[src/rtl/nlms_weight_update.sv]
// Serial NLMS weight update for the 32-tap adaptive FIR: one tap per clock, w_k += mu*e*x_k/n.
// Optional leakage term enabled by defining NLMS_LEAKAGE_EN.
module nlms_weight_update #(
    parameter int unsigned NTAPS    = 32,
    parameter int unsigned MU_SHIFT = 4
`ifdef NLMS_LEAKAGE_EN
    ,
    parameter int unsigned LEAK_SHIFT = 10
`endif
) (
    input  logic         clk,
    input  logic         rst,
    input  logic         start,
    input  logic [13:0]  e,
    input  logic [31:0]  n,
    input  logic [447:0] reff_bus,
    input  logic         wclr,
    output logic         busy,
    output logic         done,
    output logic [511:0] weight_out
);

    typedef enum logic [1:0] {StIdle, StNorm, StUpdate, StDone} state_e;

    state_e      state_q, state_d;
    logic [13:0] e_q, e_d;
    logic [31:0] n_q, n_d;
    logic [5:0]  sh_q, sh_d;
    logic [4:0]  k_q, k_d;
    logic        busy_q, busy_d;
    logic        done_q, done_d;
    logic [15:0] weight_q [NTAPS];
    logic [15:0] weight_d [NTAPS];

    logic [13:0]        x_arr [NTAPS];
    logic [13:0]        x_cur;
    logic [15:0]        w_cur;
    logic [4:0]         lead;
    logic signed [27:0] prod;
    logic signed [42:0] delta;
    logic signed [43:0] sum;
    logic [15:0]        w_new;
`ifdef NLMS_LEAKAGE_EN
    logic signed [15:0] leak;
`endif

    for (genvar i = 0; i < NTAPS; i++) begin : g_unpack
        assign x_arr[i]                = reff_bus[14*i +: 14];
        assign weight_out[16*i +: 16] = weight_q[i];
    end

    assign x_cur = x_arr[k_q];
    assign w_cur = weight_q[k_q];
    assign busy  = busy_q;
    assign done  = done_q;

    // Leading-one position of the energy stands in for 1/n.
    always_comb begin
        lead = '0;
        for (int i = 0; i < 32; i++) begin
            if (n_q[i]) lead = 5'(i);
        end
    end

    always_comb begin
        prod  = $signed(e_q) * $signed(x_cur);
        delta = $signed({prod, 15'd0}) >>> sh_q;
        sum   = {{28{w_cur[15]}}, w_cur} + {delta[42], delta};
`ifdef NLMS_LEAKAGE_EN
        leak  = $signed(w_cur) >>> LEAK_SHIFT;
        sum   = sum - {{28{leak[15]}}, leak};
`endif
        if (sum > 44'sd32767) begin
            w_new = 16'h7fff;
        end else if (sum < -44'sd32768) begin
            w_new = 16'h8000;
        end else begin
            w_new = sum[15:0];
        end
    end

    always_comb begin
        state_d  = state_q;
        e_d      = e_q;
        n_d      = n_q;
        sh_d     = sh_q;
        k_d      = k_q;
        busy_d   = busy_q;
        done_d   = 1'b0;
        weight_d = weight_q;
        unique case (state_q)
            StIdle: begin
                if (start) begin
                    e_d     = e;
                    n_d     = n;
                    busy_d  = 1'b1;
                    state_d = StNorm;
                end else if (wclr) begin
                    for (int i = 0; i < NTAPS; i++) weight_d[i] = '0;
                end
            end
            StNorm: begin
                sh_d    = 6'(MU_SHIFT) + {1'b0, lead};
                k_d     = '0;
                state_d = StUpdate;
            end
            StUpdate: begin
                weight_d[k_q] = w_new;
                k_d           = k_q + 5'd1;
                if (k_q == 5'(NTAPS - 1)) begin
                    busy_d  = 1'b0;
                    done_d  = 1'b1;
                    state_d = StDone;
                end
            end
            StDone: begin
                state_d = StIdle;
            end
            default: state_d = StIdle;
        endcase
    end

    always_ff @(posedge clk) begin
        if (rst) begin
            state_q <= StIdle;
            e_q     <= '0;
            n_q     <= '0;
            sh_q    <= '0;
            k_q     <= '0;
            busy_q  <= 1'b0;
            done_q  <= 1'b0;
            for (int i = 0; i < NTAPS; i++) weight_q[i] <= '0;
        end else begin
            state_q  <= state_d;
            e_q      <= e_d;
            n_q      <= n_d;
            sh_q     <= sh_d;
            k_q      <= k_d;
            busy_q   <= busy_d;
            done_q   <= done_d;
            weight_q <= weight_d;
        end
    end

endmodule
[config.mk]
export PLATFORM = sky130hd
export DESIGN_NAME = nlms_weight_update
export DESIGN_NICKNAME = d
export VERILOG_FILES = /design/src/rtl/nlms_weight_update.sv
export SDC_FILE = /design/constraint.sdc
export NUM_CORES = 2
export LEC_CHECK = 0
export ABC_AREA = 1
export CORE_AREA = 10 10 385 387
export DETAILED_ROUTE_END_ITERATION = 6
export DIE_AREA = 0 0 395 397
export SLEW_MARGIN = 20
export SYNTH_ARGS = -nofsm -noshare
export SYNTH_HDL_FRONTEND = slang
export SYNTH_SLANG_ARGS = --single-unit
[constraint.sdc]
create_clock -name clk -period 29.3 [get_ports clk]
set_input_delay 2.93 -clock clk [delete_from_list [all_inputs] [get_ports clk]]
set_output_delay 2.93 -clock clk [all_outputs]
set_load 0.02 [all_outputs]
======== Yosys cells after proc, flatten, opt, wreduce, memory -nomap -nowiden ========
Cells that the tools add are included.
word-level totals
  bits in registers ....................... 573
  latch bits .............................. 0
  RAM bits ................................ 0
  memory bits (read-only) ................. 0
  input bits .............................. 498
  output and inout port bits .............. 514
  logic and storage cells ................. 120
  memories kept ........................... 0
operators by class
  add/subtract/negate cells ............... 3
  multiply operators ...................... 1
  div/mod/pow operators ................... 0
  order comparisons ....................... 4
  equal/unequal tests ..................... 8
  shift operators ......................... 1
  multiplexer cells ....................... 53
  bitwise gates (word level) .............. 2
  reductions and logical operators ........ 9
operators with widths
  operator                count
  $mux W512               2
  $pmux W512 S2           1
  $bwmux W512             1
  $mux W5                 30
  $bmux W16 S5            1
  $demux W16 S5           1
  $mux W16                5
  $bmux W14 S5            1
  $add A16 B43 Y44        1
  $gt A44 B16 Y1 const B  1
  $lt A44 B16 Y1 const B  1
  $sshr A43 B6 Y43        1
  $mul A14 B14 Y28        1
  $mux W14                2
  $pmux W5 S2             1
  $ne A2 B2 Y1 const B    4
  $pmux W2 S4             1
  $add A3 B5 Y6 const A   1
  $ge A6 B6 Y1 const B    1
  $lt A6 B1 Y1 const B    1
  $not A5 Y6              1
  $reduce_and A3 Y1       2
  $add A5 B1 Y5 const B   1
  $eq A5 B5 Y1 const B    1
  11 further kinds        18

======== Logic depth before layout (Yosys ltp) ========
  depth in word-level cells ............... 32
  mapped depth ............................ 68
  mapped depth without buffers ............ 62

======== Worst setup path before layout ========
Ideal clock, no wire load.
  path kind ............................... input-to-reg
  from .................................... input reff_bus[354]
  to ...................................... register weight_q (netlist bit weight_out[280])
  library setup time ...................... 0.142 ns
  data arrival time ....................... 12.177 ns
  data required time ...................... 29.158 ns
  setup slack ............................. 16.981 ns
  stages .................................. 58
  buffers on the path ..................... 2
  path through ............................ o21ai_0 o22ai_1 a22o_1 a221oi_1 nand2_1 inv_1 nor2_1 fa_1 inv_1 fa_1 inv_1 fa_1 inv_1 fa_1 inv_1 fa_1 inv_1 fa_1 [22 not listed] inv_2 nand2_1 nand2_2 nand2_1 nand2_2 a21oi_1 clkinv_1 xor2_1 nor2_1 nand3_1 nor2_1 o211ai_2 nand3_4 buf_12 nand2_8 buf_8 nand2_2 a21oi_2
between the ends
  word-level cells in the longest chain between the ends .. 11
  elaborated cells between the ends (all ways) .. 12
  classes of those cells .................. add/sub: 1; mul: 1; order compare: 2; shift: 1; mux: 7
RTL lines
  element                                           RTL line  text
  start: declaration                                16        input logic [447:0] reff_bus,
  $bmux W14 S5 (*)                                  52        assign x_cur = x_arr[k_q];
  $mux W14 (not written as such) (*) (2 in series)  52
  $mul A14 B14 Y28 (*)                              66        prod = $signed(e_q) * $signed(x_cur);
  $sshr A43 B6 Y43 (*)                              67        delta = $signed({prod, 15'd0}) >>> sh_q;
  $add A16 B43 Y44 (*)                              68        sum = {{28{w_cur[15]}}, w_cur} + {delta[42], delta};
  $lt A44 B16 Y1                                    75        end else if (sum < -44'sd32768) begin
  $mux W16                                          75
  $mux W16 (*)                                      73        if (sum > 44'sd32767) begin
  $bwmux W512 (*)                                   108       weight_d[k_q] = w_new;
  $pmux W512 S2 (*)                                 91        unique case (state_q)
  end signal: assignment                            141       weight_q <= weight_d;
  end: declaration                                  32        logic [15:0] weight_q [NTAPS];
Every way passes the cells marked *; elsewhere a longest branch is shown, timed or not. The select of a mux whose other input is x is not followed.
A chain may end at the register's enable or synchronous reset.

======== Final worst setup path ========
  from .................................... input reff_bus[186]
  to ...................................... register weight_q (netlist bit weight_out[372])
Same word-level chain as after synthesis.

==> summary.md <==
| Metric | Value |
|---|---|
| Outcome | finished, final reports clean |
| Initial Utilization | 30.73% |
| Share of layout cells above drive strength 1 | 10.88% |
| WL met1 | 98.72 mm |
| Top sig layer | met5 |
| Layout Skew | 0.07666 ns |
| Routed via count | 49,079 |
| Clock Tree Root | clkbuf_16 |
| Post-DP HPWL | 188.7 mm |
| Sink Count | 572 |
| Crit start category | primary input |
| Clock buffer count from CTS | 69 |
| Drt wl/cell | 27.85 um |
| Critical Path AT | 17.42 ns |
| RSZ-0062 raised after global routing | no |
| CTS max path bufs | 3 |
| Slew headroom | 16.28% |
| Antenna violations before repair | 18 |
| Worst Tran Pin Value | 1.256 ns |
| WP data required | 29.87 ns |
| TNS Setup | 0 ns |
| Core ar. | 140,600 um^2 |
| Worst hold slack | 0.4711 ns |
| Final period util | 57.50% |
| Synth Instances | 6,257 |
| Site Rows | 138 |
| Final WL | 248.3 mm |
| Post-synthesis sequential element count | 572 |
| Reg area | 11,460 um^2 |
| CTS tree | done |
| Vias in the first global route | 46,659 |
| Mapped Avg Cell Area | 6.903 um^2 |
| EDFF count, synth | 0 |
| Chip width | 395 um |
| Number of vias per cell | 5.503 |
| Max_cap viols | 0 |
| Resized Gates After CTS | 0 |
| DRT iter0 DRCs | 6,007 |
| Yosys cell types | 69 |
| Min-delay worst type | reg -> reg |
| # setup viols final | 0 |
| Post-synth ARST share | 0% |
| Grt ovf | 0 |
| Top_reg_cell synth | dfxtp_1 |
| Setup Buffers After CTS | 0 |
| Gr usage total | 30.04% |
| Cts hold-fix bufs | 0 |
| Met3 routed WL | 29.23 mm |
| Nature of the critical path endpoint | flop |
| Critical path class | in -> reg |
| ANT nets after route | 0 |
| WL met2 | 106.0 mm |
| # fillers | 14,674 |
| Worst-Skew Late Latency | 0.71 ns |
| First-pass GRT wire length | 347.5 mm |
| Max-slew violations | 0 |
| Most frequent CP cell | nand2_1 |
| Syn nets | 7,072 |
| Max Clk Rate | 59.35 MHz |
| Area of the multi-input gates | 27,810 um^2 |
| Largest net degree at the start of global routing | 165 |
| Nets | 7,784 |
| Yosys warns | 0 |
| Final hold vios | 0 |
| DR pass1 iterations | 6 |
| Area delta synth->final | 31.09% |
| Reg clk slew, reported paths | 0.07 ns |
| Routability cong. | 0.9550 |
| PortBufs | 1,010 |
| Synth area leaders | dfxtp_1 (27%), nand2_1 (12%), fa_1 (9.1%) |
| Area share of the largest cell type after synthesis | 26.51% |
| Drt drc | 0 |
| CP max-delay cell | nand2_2 |
| Htree depth | 3 |
| Die area | 156,800 um^2 |
| Ports | 1,012 |
| Post-synthesis cell area | 43,190 um^2 |
| Sequential share of the synthesized area | 26.51% |
| Minimum clock period | 16.85 ns |
| Largest stage delay on the critical path | 0.81 ns |
| Max FO, Critical Path | 17 |
| Post-synth top area cell | dfxtp_1 |
| Die height | 397 um |
## state kept, by name (all words and copies together) (netlist names)
name	flops
state_q	2
n_q	31
k_q	5
sh_q	6
weight_out	512
done	1
e_q	14
busy	1
## path summary, 6_finish.rpt
check        slack (ns)           from  cells past startpoint         endpoint
max               12.45  reff_bus[186]                     53  weight_out[372]
min                0.47        n_q[17]                      2          n_q[17]
max reg2reg       13.28         k_q[1]                     54  weight_out[372]
min reg2reg        0.47        n_q[17]                      2          n_q[17]
## area by class of cell
type	count	share of cell area [%]
Multi-Input combinational cell	4742	49.11
Sequential cell	572	20.24
Timing Repair Buffer	1077	18.92
Tap cell	1890	4.177
Clock buffer	102	3.587
Inverter	507	3.388
Clock inverter	20	0.5414
Antenna cell	8	0.03536
## layer usage
layer | GRT usage (%) | vias up
met5 | 0 | -
met4 | 14.41 | 12
met3 | 10.59 | 491
met2 | 45.37 | 2727
met1 | 37.94 | 23824
li1 | - | 22025
## synthesized netlist by cell type (all sizes together) (5+ instances only)
| master | instances |
|---|---|
| nand2 | 1642 |
| nor2 | 752 |
| a21oi | 721 |
| o21ai | 618 |
| dfxtp | 572 |
| inv | 500 |
| clkbuf | 315 |
| o22ai | 232 |
| fa | 196 |
| nand3 | 128 |
| ha | 121 |
| buf | 116 |
| a22o | 56 |
| a221oi | 50 |
| xor2 | 39 |
| xnor2 | 24 |
| nand4 | 23 |
| nor3 | 20 |
| nor4 | 14 |
| a31oi | 13 |
| or2 | 12 |
| a211oi | 10 |
| o21bai | 10 |
| a22oi | 9 |
| a21boi | 7 |
| clkinv | 7 |
| a32o | 6 |
| a32oi | 6 |
| and3 | 5 |
| dlygate4sd1 | 5 |
| o211ai | 5 |
## worst max-delay path: cells and delay by family
kind | cells | cell delay [ns]
and+or+nand+nor | 19 | 4.11
AOI/OAI and AO/OA | 13 | 4.00
adders and majority gates | 9 | 4.15
xor gates and xnor gates | 1 | 0.13
buffers and inverters | 11 | 1.99
## cell usage in the layout, fill, tap and decap left out, drive strengths merged, types with 3 or more instances in the layout
cell type | Yosys | layout
a211oi | 10 | 10
a21boi | 7 | 7
a21o | 3 | 3
a21oi | 721 | 721
a221oi | 50 | 50
a22o | 56 | 56
a22oi | 9 | 9
a31oi | 13 | 13
a32o | 6 | 6
a32oi | 6 | 6
and3 | 5 | 5
buf | 116 | 68
clkbuf | 315 | 102
clkdlybuf4s50 | 0 | 1009
clkinv | 7 | 18
clkinvlp | 0 | 3
dfxtp | 572 | 572
diode | 0 | 8
fa | 196 | 196
ha | 121 | 121
inv | 500 | 504
mux2i | 3 | 3
nand2 | 1642 | 1642
nand3 | 128 | 128
nand3b | 3 | 3
nand4 | 23 | 23
nor2 | 752 | 752
nor3 | 20 | 20
nor4 | 14 | 14
o211ai | 5 | 5
o21ai | 618 | 618
o21bai | 10 | 10
o22ai | 232 | 232
or2 | 12 | 12
xnor2 | 24 | 24
xor2 | 39 | 39
## kinds of logic after synthesis
group,count (synthesis),synth area share (%)
buf+inv,943,9.377
simple gates,2601,25.25
mux,3,0.06953
fa+ha+maj,317,12.59
flops,572,26.51
xor+xnor,63,1.278
compound gates,1758,24.92
## metrics by stage
step           instance area, um^2  setup slack, ns  util, %  instances
6_report                     56620            12.45    40.29       8918
4_1_cts                      56570            12.77    40.25       8909
3_3_place_gp                 54230            12.11    38.59       8787
5_1_grt                      56610            11.91    40.28       8913
2_1_floorplan                43190            16.98        -       6257
3_5_place_dp                 54230            12.15    38.59       8787
Power is left out: the tool's default activity adds up to more than one toggle a clock period on the data nets, which glitch-free logic cannot reach.
